**src/rtl/output_layer_accum.sv**
```systemverilog
// Final fully-connected layer: accumulates ten bias-initialised, saturating neuron sums
// over N_IN streamed activations, then emits them with a single-cycle valid pulse.
module output_layer_accum #(
    parameter int DATA_WIDTH = 29,
    parameter int ACT_WIDTH  = 8,
    parameter int W_WIDTH    = 8,
    parameter int N_IN       = 784
) (
    input  logic                    clk,
    input  logic                    rst,
    input  logic                    in_valid,
    output logic                    in_ready,
    input  logic [ACT_WIDTH-1:0]    act,
    input  logic [10*W_WIDTH-1:0]   weights,
    input  logic [10*DATA_WIDTH-1:0] bias,
    output logic [10*DATA_WIDTH-1:0] layer_out,
    output logic                    valid,
    output logic                    overflow
);

    localparam int N_NEURON = 10;
    localparam int PROD_W   = ACT_WIDTH + W_WIDTH;
    localparam int SUM_W    = DATA_WIDTH + 1;
    localparam int CNT_W    = $clog2(N_IN + 1);
    localparam logic [DATA_WIDTH-1:0] SAT_MAX = {1'b0, {(DATA_WIDTH-1){1'b1}}};
    localparam logic [DATA_WIDTH-1:0] SAT_MIN = {1'b1, {(DATA_WIDTH-1){1'b0}}};
    localparam logic [CNT_W-1:0]      LAST_CNT = CNT_W'(N_IN - 1);

    typedef enum logic [1:0] {
        IDLE = 2'd0,
        ACC  = 2'd1,
        EMIT = 2'd2
    } state_t;

    // A wide sum whose two top bits disagree has left the DATA_WIDTH range.
    function automatic logic sat_hit(input logic [SUM_W-1:0] sum);
        return sum[SUM_W-1] ^ sum[SUM_W-2];
    endfunction

    function automatic logic [DATA_WIDTH-1:0] sat_value(input logic [SUM_W-1:0] sum);
        logic [DATA_WIDTH-1:0] res;
        case ({sum[SUM_W-1], sum[SUM_W-2]})
            2'b01:   res = SAT_MAX;
            2'b10:   res = SAT_MIN;
            default: res = sum[DATA_WIDTH-1:0];
        endcase
        return res;
    endfunction

    state_t                state_r;
    state_t                state_nxt_s;
    logic [CNT_W-1:0]      cnt_r;
    logic [DATA_WIDTH-1:0] acc_r     [N_NEURON];
    logic [DATA_WIDTH-1:0] acc_nxt_s [N_NEURON];
    logic [DATA_WIDTH-1:0] base_s    [N_NEURON];
    logic [PROD_W-1:0]     prod_s    [N_NEURON];
    logic [SUM_W-1:0]      sum_s     [N_NEURON];
    logic [N_NEURON-1:0]   hit_s;
    logic                  sticky_r;
    logic                  in_ready_r;
    logic                  valid_r;
    logic                  overflow_r;
    logic [10*DATA_WIDTH-1:0] layer_out_r;
    logic                  accept_s;

    assign accept_s  = in_valid & in_ready_r;
    assign in_ready  = in_ready_r;
    assign valid     = valid_r;
    assign overflow  = overflow_r;
    assign layer_out = layer_out_r;

    // Per-neuron multiply-accumulate with saturation; the first beat starts from bias.
    always_comb begin
        for (int k = 0; k < N_NEURON; k++) begin
            prod_s[k] = PROD_W'($signed(act) * $signed(weights[k*W_WIDTH +: W_WIDTH]));
            if (state_r == IDLE) begin
                base_s[k] = bias[k*DATA_WIDTH +: DATA_WIDTH];
            end else begin
                base_s[k] = acc_r[k];
            end
            sum_s[k] = {base_s[k][DATA_WIDTH-1], base_s[k]}
                     + {{(SUM_W-PROD_W){prod_s[k][PROD_W-1]}}, prod_s[k]};
            acc_nxt_s[k] = sat_value(sum_s[k]);
            hit_s[k]     = sat_hit(sum_s[k]);
        end
    end

    // Next-state logic: count accepted beats, hold in EMIT for exactly one cycle.
    always_comb begin
        state_nxt_s = state_r;
        case (state_r)
            IDLE: begin
                if (accept_s) begin
                    state_nxt_s = ACC;
                end else begin
                    state_nxt_s = IDLE;
                end
            end
            ACC: begin
                if (accept_s && (cnt_r == LAST_CNT)) begin
                    state_nxt_s = EMIT;
                end else begin
                    state_nxt_s = ACC;
                end
            end
            EMIT:    state_nxt_s = IDLE;
            default: state_nxt_s = IDLE;
        endcase
    end

    // State register.
    always_ff @(posedge clk or posedge rst) begin
        if (rst) begin
            state_r <= IDLE;
        end else begin
            state_r <= state_nxt_s;
        end
    end

    // Datapath: accumulators, beat counter, sticky saturation flag and output registers.
    always_ff @(posedge clk or posedge rst) begin
        if (rst) begin
            cnt_r       <= '0;
            sticky_r    <= 1'b0;
            in_ready_r  <= 1'b1;
            valid_r     <= 1'b0;
            overflow_r  <= 1'b0;
            layer_out_r <= '0;
            for (int k = 0; k < N_NEURON; k++) begin
                acc_r[k] <= '0;
            end
        end else begin
            valid_r    <= 1'b0;
            in_ready_r <= (state_nxt_s != EMIT);
            case (state_r)
                IDLE: begin
                    if (accept_s) begin
                        acc_r    <= acc_nxt_s;
                        cnt_r    <= CNT_W'(1);
                        sticky_r <= |hit_s;
                    end
                end
                ACC: begin
                    if (accept_s) begin
                        acc_r    <= acc_nxt_s;
                        cnt_r    <= cnt_r + CNT_W'(1);
                        sticky_r <= sticky_r | (|hit_s);
                    end
                end
                EMIT: begin
                    for (int k = 0; k < N_NEURON; k++) begin
                        layer_out_r[k*DATA_WIDTH +: DATA_WIDTH] <= acc_r[k];
                    end
                    overflow_r <= sticky_r;
                    valid_r    <= 1'b1;
                    cnt_r      <= '0;
                    sticky_r   <= 1'b0;
                end
                default: begin
                    cnt_r <= '0;
                end
            endcase
        end
    end

endmodule

```
**config.mk**
```make
export PLATFORM = sky130hd
export DESIGN_NAME = output_layer_accum
export DESIGN_NICKNAME = d
export VERILOG_FILES = /design/src/rtl/output_layer_accum.sv
export SDC_FILE = /design/constraint.sdc
export NUM_CORES = 2
export LEC_CHECK = 0
export CAP_MARGIN = 30
export CORE_MARGIN = 2
export CORE_UTILIZATION = 45
export DETAILED_ROUTE_END_ITERATION = 8
export PLACE_DENSITY = 0.73
export SLEW_MARGIN = 20
export SYNTH_ARGS = -nofsm -noshare
export SYNTH_HDL_FRONTEND = slang
export SYNTH_SLANG_ARGS = --single-unit
export TNS_END_PERCENT = 100
```
**constraint.sdc**
```tcl
create_clock -name clk -period 64.9 [get_ports clk]
set_clock_uncertainty 0.05 [all_clocks]
set_input_delay 16.225 -clock clk [delete_from_list [all_inputs] [get_ports clk]]
set_output_delay 16.225 -clock clk [all_outputs]
set_load 0.005 [all_outputs]
```
==> flow_summary.toml <==
[clock_network]
clk_latency_ns = 0.73
root_buffer = "clkbuf_16"
post_cts_resized = 0
cts_max_level = 3
ctsHoldBuffers = 0
clk_path_buf_depth = 3
cts_tree = "yes"
post_cts_buffers = 0
clkTransAtPathRegs_ns = 0.06
cts_sinks = 596
cts_buffers = 79

[job]
cap_viol_max_count = 0

[logic_synthesis]
synth.cell_area_um2 = 77800
ys_seq_area_share_pct = 19.2
synth_cell_types = 77
yosys_warnings = 0
synth_top_area_cell = "fa_1"
synth_edf_count = 0
async_reset_ff_share_pct = 100
ys_top_cells_by_count = "fa_1 (1280), inv_1 (1178), ha_1 (684), nand2_1 (610), dfrtp_1 (595)"
netlist_instances = 7615
synthTopCellsByArea = "fa_1 (33%), dfrtp_1 (19%), ha_1 (11%)"
syn-num-nets = 9960
synth_ff_type = "dfrtp_1"
synth.avg_cell_area_um2 = 10.2
synth-seq-cells = 596
yosysTopAreaCellShare_pct = 32.9
yosysMostFrequentCell = "fa_1"

[finish]
layout-drive-gt1-share_pct = 6.93
area_growth_pct = 15.5
instances_no_fill = 10538
final_area_um2 = 89900
final_net_count = 10477

[route]
wl_per_cell_um = 20.9
vias_per_cell = 5.40
drc_errors = 0
routed_wl_um = 221000
vias = 56908
firstDrtPassIters = 6
ant_nets = 0
drtIter0Drc = 3417

[timing]
finalSetupTns_ns = 0
worst_pin_slew_ns = 1.02
fin_crit_ns = 24.36
finalMaxSlewViolations = 0
setup_viol = 0
holdWs_ns = 0.449
rsz0062_at_grt = "no"
hold_viol = 0
post-route-period-util_pct = 37.5
slew_headroom_pct = 32.1
fmax_mhz = 41.0

[worst_setup_path]
cp.arrival_ns = 24.96
crit_type = "in2reg"
critPathRequiredTime_ns = 65.49
end_kind = "flop"
startpoint_type = "input port"
cpLargestDelayFamily = "adder cells"
max_stage_delay_ns = 0.83
worst-path-max-fanout = 48
critPathBufInv = 5
crit_path_top_delay_cell = "fa_1"

[grt]
grt_usage_pct = 25.5
grt_pass1_wl_um = 348000
grt_pass1_vias = 60728
grt_antenna_before_repair = 46
grt_overflow_total = 0
grt_max_degree = 176

[run_status]
status = "finished, final reports clean"

[die]
die_area_um2 = 176000
ios = 674
die-width_um = 420
start_util_pct = 45.3
rows = 152
core_um2 = 172000
dieHeight_um = 420

[hold_path]
hold_path.class = "reg2reg"

[place]
dpl.hpwl_um = 179000
dp.cells = 10357
place_area_um2 = 87000
place.gp.congestion = 0.945
port_buffers = 673
[through the flow]
stage / setup WS [ns] / utilization [%]
floorplan: 31.95 / -
global placement: 39.80 / 50.6
detailed placement: 39.82 / 50.7
CTS: 40.61 / 52.2
global route: 39.99 / 52.3
finish: 40.54 / 52.3
[final cells by class]
| cell class | instances | area [µm²] |
|---|---|---|
| fill | 15178 | 81800 |
| multi-input combinational | 5520 | 57400 |
| sequential | 596 | 14900 |
| timing repair buffer | 749 | 7450 |
| inverter | 1186 | 4460 |
| tap | 2310 | 2890 |
| clock buffer | 103 | 2230 |
| clock inverter | 38 | 488 |
| antenna | 36 | 90.1 |
[worst reg2reg max path, delay by kind of cell (launching register included)]
kind / cells / cell delay (ns)
AOI/OAI and AO/OA: 7 / 1.67
xor gates and xnor gates: 1 / 0.13
adders and majority gates: 8 / 3.69
buffers and inverters: 7 / 3.57
DFF: 1 / 0.40
muxes: 1 / 0.54
and+or+nand+nor: 4 / 1.32
[metal layers]
metal	track usage, %	part of all wire [%]	up-vias
li1	-	-	25715
met1	31.6	40	29140
met2	42.8	50	1599
met3	3.52	4.7	446
met4	14.6	5.7	8
met5	0	0.020	-
[kinds of logic (layout without fill, tap and decap cells)]
group | after synthesis | in the layout | share of synthesized area, %
fa+ha+maj | 1964 | 1964 | 43.9
other cells | 0 | 36 | 0
buf+inv | 1499 | 2076 | 7.23
mux | 596 | 596 | 8.17
compound gates | 1229 | 1229 | 9.44
simple gates | 1449 | 1449 | 8.93
flops | 596 | 596 | 19.2
xor+xnor | 282 | 282 | 3.17
[state kept, by name, summed over array words and instances, names as in the netlist]
name	cells
valid	1
acc_r	290
overflow	1
in_ready	1
state_r	2
sticky_r	1
cnt_r	10
layer_out	290
[cells in the final DEF (no fill, tap or decap), drive strengths merged, types with 103 or more instances in the layout]
cell type / n
mux2i: 282
nor2: 220
mux2: 314
nand2: 610
clkdlybuf4s50: 665
ha: 684
o21ai: 346
clkbuf: 103
a21oi: 475
a21o: 125
inv: 1184
dfrtp: 595
fa: 1280
and2: 347
xnor2: 195
[worst paths after layout]
path / from / to / slack, ns / cells after the start
min: acc_r[21] / acc_r[21] / 0.45 / 2
max in group asynchronous: rst / acc_r[159] / 46.27 / 5
min in group asynchronous: rst / layer_out[253] / 15.95 / 2
max: act[7] / acc_r[278] / 40.54 / 25
max reg2reg: state_r[0] / acc_r[250] / 53.47 / 28
min reg2reg: acc_r[21] / acc_r[21] / 0.45 / 2
Power is left out: the tool's default activity adds up to more than one toggle a clock period on the data nets, which glitch-free logic cannot reach.
